`src/rtl/cp0_reg_if.sv`:
```
// CP0 register file bus.
// Bundles the WB write channel, the EX read port, the MEM-stage exception
// summary, the interrupt lines and the register-content outputs.
//
// Handshake: there is no valid/ready pair. we_i qualifies waddr_i/data_i
// in the cycle it is high and always completes. raddr_i -> data_o is a pure
// combinational read. excepttype_i != 0 marks an exception in that cycle.
interface cp0_reg_if;
   // WB write channel
   logic        we_i;
   logic [4:0]  waddr_i;
   logic [31:0] data_i;
   // EX read port
   logic [4:0]  raddr_i;
   logic [31:0] data_o;
   // Interrupts and MEM-stage exception summary
   logic [5:0]  int_i;
   logic [31:0] excepttype_i;
   logic [31:0] current_inst_addr_i;
   logic        is_in_delayslot_i;
   // Register contents
   logic [31:0] count_o;
   logic [31:0] compare_o;
   logic [31:0] status_o;
   logic [31:0] cause_o;
   logic [31:0] epc_o;
   logic [31:0] config_o;
   logic [31:0] prid_o;
   logic        timer_int_o;

   // Pipeline side
   modport master (
      output we_i, waddr_i, data_i, raddr_i, int_i,
             excepttype_i, current_inst_addr_i, is_in_delayslot_i,
      input  data_o, count_o, compare_o, status_o, cause_o, epc_o,
             config_o, prid_o, timer_int_o
   );

   // CP0 register file side
   modport slave (
      input  we_i, waddr_i, data_i, raddr_i, int_i,
             excepttype_i, current_inst_addr_i, is_in_delayslot_i,
      output data_o, count_o, compare_o, status_o, cause_o, epc_o,
             config_o, prid_o, timer_int_o
   );
endinterface

```
`src/rtl/cp0_reg.sv`:
```
// MIPS32 coprocessor-0 register file: Count, Compare, Status, Cause, EPC,
// PRId, Config, plus the timer interrupt.
// Build option: CP0_TIMER_EN enables the free-running Count and the
// Compare-match timer interrupt; without it Count only changes by write and
// timer_int_o is tied low.
module cp0_reg #(
   parameter logic [31:0] PRID_VALUE = 32'h00480102
) (
   input  logic     clk,
   input  logic     rst,
   cp0_reg_if.slave bus
);

   localparam logic [4:0]  ADDR_COUNT   = 5'd9;
   localparam logic [4:0]  ADDR_COMPARE = 5'd11;
   localparam logic [4:0]  ADDR_STATUS  = 5'd12;
   localparam logic [4:0]  ADDR_CAUSE   = 5'd13;
   localparam logic [4:0]  ADDR_EPC     = 5'd14;
   localparam logic [4:0]  ADDR_PRID    = 5'd15;
   localparam logic [4:0]  ADDR_CONFIG  = 5'd16;

   localparam logic [31:0] STATUS_RESET = 32'h10000000;
   localparam logic [31:0] CONFIG_VALUE = 32'h00008000;

   logic [31:0] r_count;
   logic [31:0] r_compare;
   logic [31:0] r_status;
   logic [31:0] r_cause;
   logic [31:0] r_epc;

   logic        w_wr_count;
   logic        w_wr_compare;
   logic        w_wr_status;
   logic        w_wr_cause;
   logic        w_wr_epc;
   logic        w_exc_take;
   logic [4:0]  w_exc_code;
   logic        w_eret;
   logic [31:0] w_count_inc;
   logic [31:0] w_status_nxt;
   logic [31:0] w_cause_nxt;
   logic [31:0] w_epc_nxt;
   logic [31:0] w_rdata;

   // Decode which register the WB write targets (PRId/Config writes are dropped)
   always_comb begin
      w_wr_count   = bus.we_i && (bus.waddr_i == ADDR_COUNT);
      w_wr_compare = bus.we_i && (bus.waddr_i == ADDR_COMPARE);
      w_wr_status  = bus.we_i && (bus.waddr_i == ADDR_STATUS);
      w_wr_cause   = bus.we_i && (bus.waddr_i == ADDR_CAUSE);
      w_wr_epc     = bus.we_i && (bus.waddr_i == ADDR_EPC);
   end

   // Classify the MEM-stage exception: EPC-saving types vs eret vs ignored
   always_comb begin
      w_exc_take = 1'b0;
      w_exc_code = 5'h00;
      w_eret     = 1'b0;
      case (bus.excepttype_i)
         32'h00000001: begin w_exc_take = 1'b1; w_exc_code = 5'h00; end
         32'h00000008: begin w_exc_take = 1'b1; w_exc_code = 5'h08; end
         32'h0000000a: begin w_exc_take = 1'b1; w_exc_code = 5'h0a; end
         32'h0000000d: begin w_exc_take = 1'b1; w_exc_code = 5'h0d; end
         32'h0000000c: begin w_exc_take = 1'b1; w_exc_code = 5'h0c; end
         32'h0000000e: w_eret = 1'b1;
         default: ;
      endcase
   end

   // Count advance: free-running only when the timer is built in
   always_comb begin
`ifdef CP0_TIMER_EN
      w_count_inc = r_count + 32'd1;
`else
      w_count_inc = r_count;
`endif
   end

   // Next Status/Cause/EPC: software write first, exception update on top
   always_comb begin
      w_status_nxt = r_status;
      w_cause_nxt  = r_cause;
      w_epc_nxt    = r_epc;

      if (w_wr_status) w_status_nxt = bus.data_i;
      if (w_wr_epc)    w_epc_nxt    = bus.data_i;
      if (w_wr_cause) begin
         // Only IP[1:0], WP and IV are software-writable
         w_cause_nxt[9:8] = bus.data_i[9:8];
         w_cause_nxt[22]  = bus.data_i[22];
         w_cause_nxt[23]  = bus.data_i[23];
      end
      w_cause_nxt[15:10] = bus.int_i;

      if (w_exc_take) begin
         w_cause_nxt[6:2] = w_exc_code;
         // A nested exception (EXL already set) keeps the original EPC/BD
         if (!r_status[1]) begin
            w_cause_nxt[31] = bus.is_in_delayslot_i;
            w_epc_nxt = bus.is_in_delayslot_i ? (bus.current_inst_addr_i - 32'd4)
                                              : bus.current_inst_addr_i;
         end
         w_status_nxt[1] = 1'b1;
      end else if (w_eret) begin
         w_status_nxt[1] = 1'b0;
      end
   end

   // Register state update; reset overrides any write or exception
   always_ff @(posedge clk) begin
      if (rst) begin
         r_count   <= 32'd0;
         r_compare <= 32'd0;
         r_status  <= STATUS_RESET;
         r_cause   <= 32'd0;
         r_epc     <= 32'd0;
      end else begin
         r_count   <= w_wr_count ? bus.data_i : w_count_inc;
         if (w_wr_compare) r_compare <= bus.data_i;
         r_status  <= w_status_nxt;
         r_cause   <= w_cause_nxt;
         r_epc     <= w_epc_nxt;
      end
   end

`ifdef CP0_TIMER_EN
   logic r_timer_int;

   // Timer interrupt: set on Count==Compare (Compare!=0), held until a Compare write
   always_ff @(posedge clk) begin
      if (rst)
         r_timer_int <= 1'b0;
      else if (w_wr_compare)
         r_timer_int <= 1'b0;
      else if ((r_compare != 32'd0) && (r_count == r_compare))
         r_timer_int <= 1'b1;
   end

   assign bus.timer_int_o = r_timer_int;
`else
   assign bus.timer_int_o = 1'b0;
`endif

   // Combinational read port from current state; no write bypass
   always_comb begin
      w_rdata = 32'd0;
      if (!rst) begin
         case (bus.raddr_i)
            ADDR_COUNT:   w_rdata = r_count;
            ADDR_COMPARE: w_rdata = r_compare;
            ADDR_STATUS:  w_rdata = r_status;
            ADDR_CAUSE:   w_rdata = r_cause;
            ADDR_EPC:     w_rdata = r_epc;
            ADDR_PRID:    w_rdata = PRID_VALUE;
            ADDR_CONFIG:  w_rdata = CONFIG_VALUE;
            default:      w_rdata = 32'd0;
         endcase
      end
   end

   assign bus.data_o    = w_rdata;
   assign bus.count_o   = r_count;
   assign bus.compare_o = r_compare;
   assign bus.status_o  = r_status;
   assign bus.cause_o   = r_cause;
   assign bus.epc_o     = r_epc;
   assign bus.config_o  = CONFIG_VALUE;
   assign bus.prid_o    = PRID_VALUE;

endmodule

```
`src/flat_wrapper.sv`:
```
// flat-port wrapper written by rule: the top's interface ports become plain ports
module cp0_reg_flat 
#(
   parameter logic [31:0] PRID_VALUE = 32'h00480102
)
  (clk, rst, bus_we_i, bus_waddr_i, bus_data_i, bus_raddr_i, bus_int_i, bus_excepttype_i, bus_current_inst_addr_i, bus_is_in_delayslot_i, bus_data_o, bus_count_o, bus_compare_o, bus_status_o, bus_cause_o, bus_epc_o, bus_config_o, bus_prid_o, bus_timer_int_o);
  cp0_reg_if bus_i ();
  input  logic clk;
  input  logic rst;
  input wire logic [$bits(bus_i.we_i)-1:0] bus_we_i;
  input wire logic [$bits(bus_i.waddr_i)-1:0] bus_waddr_i;
  input wire logic [$bits(bus_i.data_i)-1:0] bus_data_i;
  input wire logic [$bits(bus_i.raddr_i)-1:0] bus_raddr_i;
  input wire logic [$bits(bus_i.int_i)-1:0] bus_int_i;
  input wire logic [$bits(bus_i.excepttype_i)-1:0] bus_excepttype_i;
  input wire logic [$bits(bus_i.current_inst_addr_i)-1:0] bus_current_inst_addr_i;
  input wire logic [$bits(bus_i.is_in_delayslot_i)-1:0] bus_is_in_delayslot_i;
  output wire logic [$bits(bus_i.data_o)-1:0] bus_data_o;
  output wire logic [$bits(bus_i.count_o)-1:0] bus_count_o;
  output wire logic [$bits(bus_i.compare_o)-1:0] bus_compare_o;
  output wire logic [$bits(bus_i.status_o)-1:0] bus_status_o;
  output wire logic [$bits(bus_i.cause_o)-1:0] bus_cause_o;
  output wire logic [$bits(bus_i.epc_o)-1:0] bus_epc_o;
  output wire logic [$bits(bus_i.config_o)-1:0] bus_config_o;
  output wire logic [$bits(bus_i.prid_o)-1:0] bus_prid_o;
  output wire logic [$bits(bus_i.timer_int_o)-1:0] bus_timer_int_o;
  assign bus_i.we_i = bus_we_i;
  assign bus_i.waddr_i = bus_waddr_i;
  assign bus_i.data_i = bus_data_i;
  assign bus_i.raddr_i = bus_raddr_i;
  assign bus_i.int_i = bus_int_i;
  assign bus_i.excepttype_i = bus_excepttype_i;
  assign bus_i.current_inst_addr_i = bus_current_inst_addr_i;
  assign bus_i.is_in_delayslot_i = bus_is_in_delayslot_i;
  assign bus_data_o = bus_i.data_o;
  assign bus_count_o = bus_i.count_o;
  assign bus_compare_o = bus_i.compare_o;
  assign bus_status_o = bus_i.status_o;
  assign bus_cause_o = bus_i.cause_o;
  assign bus_epc_o = bus_i.epc_o;
  assign bus_config_o = bus_i.config_o;
  assign bus_prid_o = bus_i.prid_o;
  assign bus_timer_int_o = bus_i.timer_int_o;
  cp0_reg #(.PRID_VALUE(PRID_VALUE)) u_core (.clk(clk), .rst(rst), .bus(bus_i));
endmodule
```
`config.mk`:
```
export PLATFORM = sky130hd
export DESIGN_NAME = cp0_reg_flat
export DESIGN_NICKNAME = d
export VERILOG_FILES = /design/src/rtl/cp0_reg_if.sv /design/src/rtl/cp0_reg.sv /design/src/flat_wrapper.sv
export SDC_FILE = /design/constraint.sdc
export NUM_CORES = 1
export LEC_CHECK = 0
export ABC_AREA = 1
export ABC_CLOCK_PERIOD_IN_PS = 1500
export BUFFER_PORTS_ARGS = -buffer_cell sky130_fd_sc_hd__buf_4
export CAP_MARGIN = 10
export CELL_PAD_IN_SITES_DETAIL_PLACEMENT = 1
export CELL_PAD_IN_SITES_GLOBAL_PLACEMENT = 2
export CORE_ASPECT_RATIO = 0.5
export CORE_MARGIN = 2
export CORE_UTILIZATION = 24
export CTS_BUF_LIST = sky130_fd_sc_hd__clkbuf_4 sky130_fd_sc_hd__clkbuf_8 sky130_fd_sc_hd__clkbuf_16
export DETAILED_ROUTE_END_ITERATION = 8
export PLACE_DENSITY = 0.79
export SYNTH_ARGS = -nofsm -noshare
export SYNTH_HDL_FRONTEND = slang
export SYNTH_SLANG_ARGS = --single-unit
export TNS_END_PERCENT = 50
```
`constraint.sdc`:
```
create_clock -name clk -period 1.5 [get_ports clk]
set_input_delay 0.15 -clock clk [delete_from_list [all_inputs] [get_ports clk]]
set_output_delay 0.15 -clock clk [all_outputs]
set_load 0.1 [all_outputs]
```
==> results <==
- During placement, the flow inserted port buffers numbering 290.
- The maximum fanout along the worst path is 4.
- Yosys printed 0 warnings.
- The slowest cell on the critical path is nor3_4.
- The synthesized design contains 0 enable-type register cells.
- The smallest clock period supported by the final layout is computed as roughly 1700 ps.
- The terminus of the critical flop-to-flop path is u_core.bus.epc_o[28]$_SDFF_PP0_.
- The multi-input logic area is between 0.005 and 0.006 mm2.
- Setup repair after global routing could not meet its margin everywhere.
- Counting stages on the worst path, the most repeated cell is buf_12.
- Timing would allow up to 0.589 GHz.
- TritonCTS built the clock tree.
- The dominant register cell in the synthesized netlist is dfxtp_1.
- The type of the setup path with the least slack is primary input to output port.
- The checks that failed: negative setup slack.
- The number of antenna violations at the first check in global routing is 1.
- The clock passes through at most 2 buffers.
- The worst hold path cell count is 3.
- In the routed design, unresolved DRC markers number 0.
- The first global-routing pass estimated around 62000 um of wire.
- Setup slack on the critical path of the routed design comes to -196 ps.
- between 300 and 400 I/O pins were placed.
- For this configuration, the core starts out at a cell density of 24.5%.
- The tree built by TritonCTS fans out to 143 sinks.
- Of all flip-flops after synthesis, the portion carrying an async set or reset was 0%.
- In the final timing run, aggregate negative setup slack is -4510 ps.
- Summed over all nets, the half-perimeter wirelength after detailed placement is 33200 um.
- Dividing the detail-routed via count by the number of cells gives 4.74.
- The family of cells with the greatest summed delay on the critical path is buffers and inverters.
- At the end of the flow, the number of nets in the layout was 1703.
- In this run the power density over the cells is around 750 mW/mm2.
- The worst register-to-register path begins at u_core.bus.status_o[1]$_SDFFE_PP0P_.
- The count of antenna-violating nets left after detailed routing is 0.
- The CTS root buffer is clkbuf_16.
- The number of placement rows is between 40 and 50.
- In the synthesized netlist, the cells that appear most often are 197 x nand2_1, 195 x nor2_1, 143 x dfxtp_1, 138 x o21ai_0, 104 x inv_1.
- Counting both buffers and inverters, the worst setup path holds a total of 7.
- The final number of hold-violating endpoints is 0.
- Measured in cells, the most critical reg-to-reg path has a length of 6.
- Max-cap violations in this run came to 0.
- In the final routed layout, each cell accounts on average for 21.2 um.
- Summing the sequential cell areas from Yosys gives 35.1% of the chip area.
- Summed over its instances, the top area cell type makes up a little over a third of the synthesized netlist area.
- Measured along the y axis, the die boundary spans 134 um.
- The total global routing track utilization is ~23%.
- The number of iterations in the first detailed-routing pass is 5.
- The area of the mapped netlist is between 0.008 and 0.009 mm2.
- The flow ran to the end, but the final reports show violations.
- Data on the critical path arrives at its endpoint at 1550 ps.
- From synthesis to final layout, the design area changed by 72.1%.
- After clock tree synthesis, the clock-pin slew on the worst setup and hold paths is 60 ps.
- The slack of the worst reg-to-reg path is ~60 ps.
- The number of pins exceeding their max-slew limit in the final report came to 0.
- The later pin in the worst-skew pair is clocked with a latency of roughly 430 ps.
- In this run the worst hold path is classified as primary input to register.
- The critical path's largest stage delay is 180 ps.
- The number of global-route vias before repair is 9694.
- The area of the die is between 0.03 and 0.04 mm2.
- In this run the mean area of a mapped cell was 6.72 um2.
- The endpoint of the worst hold path is u_core.bus.status_o[17]$_SDFFE_PP0P_.
- Before CTS, the worst setup slack after placement is -361 ps.
- The signal on the critical path passes through buf_12 > inv_12 > nand2_8 > buf_6 > nor3_4 > buf_6 > buf_12 > buf_12 > nand2_2 > nand4_1 > a21oi_2 > nor2_4 > buf_12.
- The sequential cells in the finished layout cover a total of 0.00323 mm2.
- The floorplan step set the die width to 265 um.
- The peak ir drop on the vdd network is 0.564 mV.
- The maximum level of the CTS H-tree is 4.
- The repair_antennas step left the layout with diodes totalling 0.
- At the end of routability-driven placement, the weighted congestion stood at 0.887.
- For the worst setup path, the data required time is approximately 1400 ps.
- The worst setup path is captured at an output port.
- For this run the aggregate overflow at the end of global routing stands at 0.
- The total setup violations reported at the end of the flow is 32.
- Summed over all cells, the static leakage comes to around 6.3 nW.
- The synthesized design spends more area on one cell type than any other, namely dfxtp_1.
- The largest net degree at the start of global routing is between 50 and 60.
- Counting flops and latches in the post-synthesis netlist gives 143.
- Synthesis produced a netlist whose cell count is 1213.
- Detailed routing inserted a total of 9668 vias.
- Clock tree synthesis inserted a total of 17 buffers.
- The final-layout fill cell count is 3968.
- The worst hold path begins at bus_data_i[17].
- The worst clock skew is roughly 4.8 ps.
- The most frequently used cell type in the post-synthesis netlist is nand2_1.
- The share of post-route cells with drive strength above 1 is 47.1%.
- The area of the core is 0.0333 mm2.
- The final worst-path cycle share is 113%.
- The total wire length after detailed routing is 43200 um.
- The kind of start point of the critical path is a primary input.
- The number of DRC markers in iteration 0 is 698.
- The slew at the pin closest to its max-slew limit is approximately 760 ps.
- For this run, the share of the core covered by cells in the final layout is about 42%.
- After synthesis, the netlist uses 40 different library cells.
- After synthesis, the cell types taking the most area are dfxtp_1 35%, nand2_1 9.1%, nor2_1 9.0%.
- Measured against its own limit, the worst slew margin works out to 48.7%.
==> flip-flops by register name, summed over array words and instances (netlist names) <==
signal                cells
u_core.bus.cause_o       15
u_core.bus.status_o      32
u_core.bus.epc_o         32
u_core.bus.count_o       32
u_core.bus.compare_o     32
==> cell families after synthesis <==
kind of cell	count (synthesis)	synth area share [%]
and+or+nand+nor	528	28.6
AOI/OAI and AO/OA	270	18.1
buffers and inverters	256	16.6
DFF	143	35.1
xor gates and xnor gates	13	1.40
other	2	0.0921
adders and majority gates	1	0.153
==> placed cells by master (no fill, tap or decap), types with 3 or more instances in the layout <==
cell type / synthesis / final
dfxtp_4: 0 / 76
clkbuf_16: 0 / 20
nand4_1: 10 / 10
o21ai_1: 5 / 8
clkbuf_8: 0 / 4
nor2_1: 195 / 180
nand3_1: 84 / 76
xor2_1: 7 / 7
nand2_2: 3 / 22
nand2_4: 1 / 21
nor3_4: 2 / 3
nor2_4: 10 / 25
nand2_1: 197 / 156
xnor2_1: 6 / 6
buf_6: 4 / 14
a41oi_4: 0 / 21
inv_2: 6 / 12
clkinv_2: 0 / 4
a211oi_4: 0 / 3
inv_4: 1 / 7
buf_12: 0 / 55
conb_1: 2 / 82
o21ai_2: 0 / 6
a21oi_1: 91 / 83
o21ai_0: 138 / 127
dfxtp_2: 0 / 67
nor3_1: 8 / 7
clkbuf_4: 0 / 5
dlygate4sd3_1: 0 / 8
nor2_2: 6 / 6
nand3_2: 5 / 11
o22ai_2: 0 / 3
a21oi_2: 0 / 6
nand3_4: 2 / 4
a211oi_2: 0 / 3
buf_4: 88 / 335
inv_1: 104 / 88
buf_8: 0 / 3
==> metal layers <==
layer	wire length, um	vias up	GRT usage [%]	share of wire (%)
met4	1200	0	7.97	2.8
met1	19100	4739	30.5	44
met5	0	-	0	0
met3	2270	60	3.80	5.2
li1	-	4546	-	-
met2	20700	323	38.5	48
==> cell type report <==
class,instances,share of cell area (%)
Clock buffer,26,3.69
Multi-Input combinational cell,894,37.2
Clock inverter,6,0.410
Tap cell,441,3.93
Sequential cell,143,23.0
Inverter,111,3.30
Timing Repair Buffer,419,28.5
==> repair_timing <==
| action | 4_1_cts | 5_1_grt |
|---|---|---|
| resized for setup | 157 | 77 |
| hold endpoints to repair | 8 | 0 |
| setup endpoints to repair | 32 | 44 |
| gates cloned | 1 | 3 |
| hold buffers | 8 | 0 |
| setup buffers | 18 | 11 |
| pin swaps | 36 | 34 |
==> power by group <==
part / internal (mW) / switching (mW)
registers: 3.74 / 0.0625
clock network: 2.54 / 1.67
logic: 0.571 / 1.95
total: 6.85 / 3.69
==> worst max-delay path by stage <==
stage / slack (ps) / depth (start not counted) / end / from
after floorplan: -200 / 7 / bus_data_o[0] / bus_raddr_i[2]
after global placement: -320 / 9 / bus_data_o[29] / bus_raddr_i[2]
after detailed placement: -360 / 9 / bus_data_o[29] / bus_raddr_i[2]
after CTS: -210 / 6 / bus_data_o[3] / u_core.bus.epc_o[3]$_SDFF_PP0_
after global routing: -240 / 12 / bus_data_o[4] / bus_raddr_i[2]
final: -200 / 13 / bus_data_o[4] / bus_raddr_i[4]
==> worst min-delay path: stages <==
cell     delay (ps)
buf_4            80
inv_1            60
a21oi_1         110
==> stage by stage <==
| stage | hold WS [ps] | total power [mW] | std cells | instance area, um2 |
|---|---|---|---|---|
| after floorplan | 247 | 5.73 | 1293 | 9520 |
| after global placement | 352 | 6.24 | 1973 | 12200 |
| after detailed placement | 366 | 6.26 | 1973 | 12200 |
| after CTS | 7.37 | 10.5 | 2030 | 13700 |
| after global routing | 20.0 | 10.8 | 2040 | 14000 |
| final | 13.1 | 10.5 | 2040 | 14000 |
Note: power is estimated with default switching activity, not from simulation.
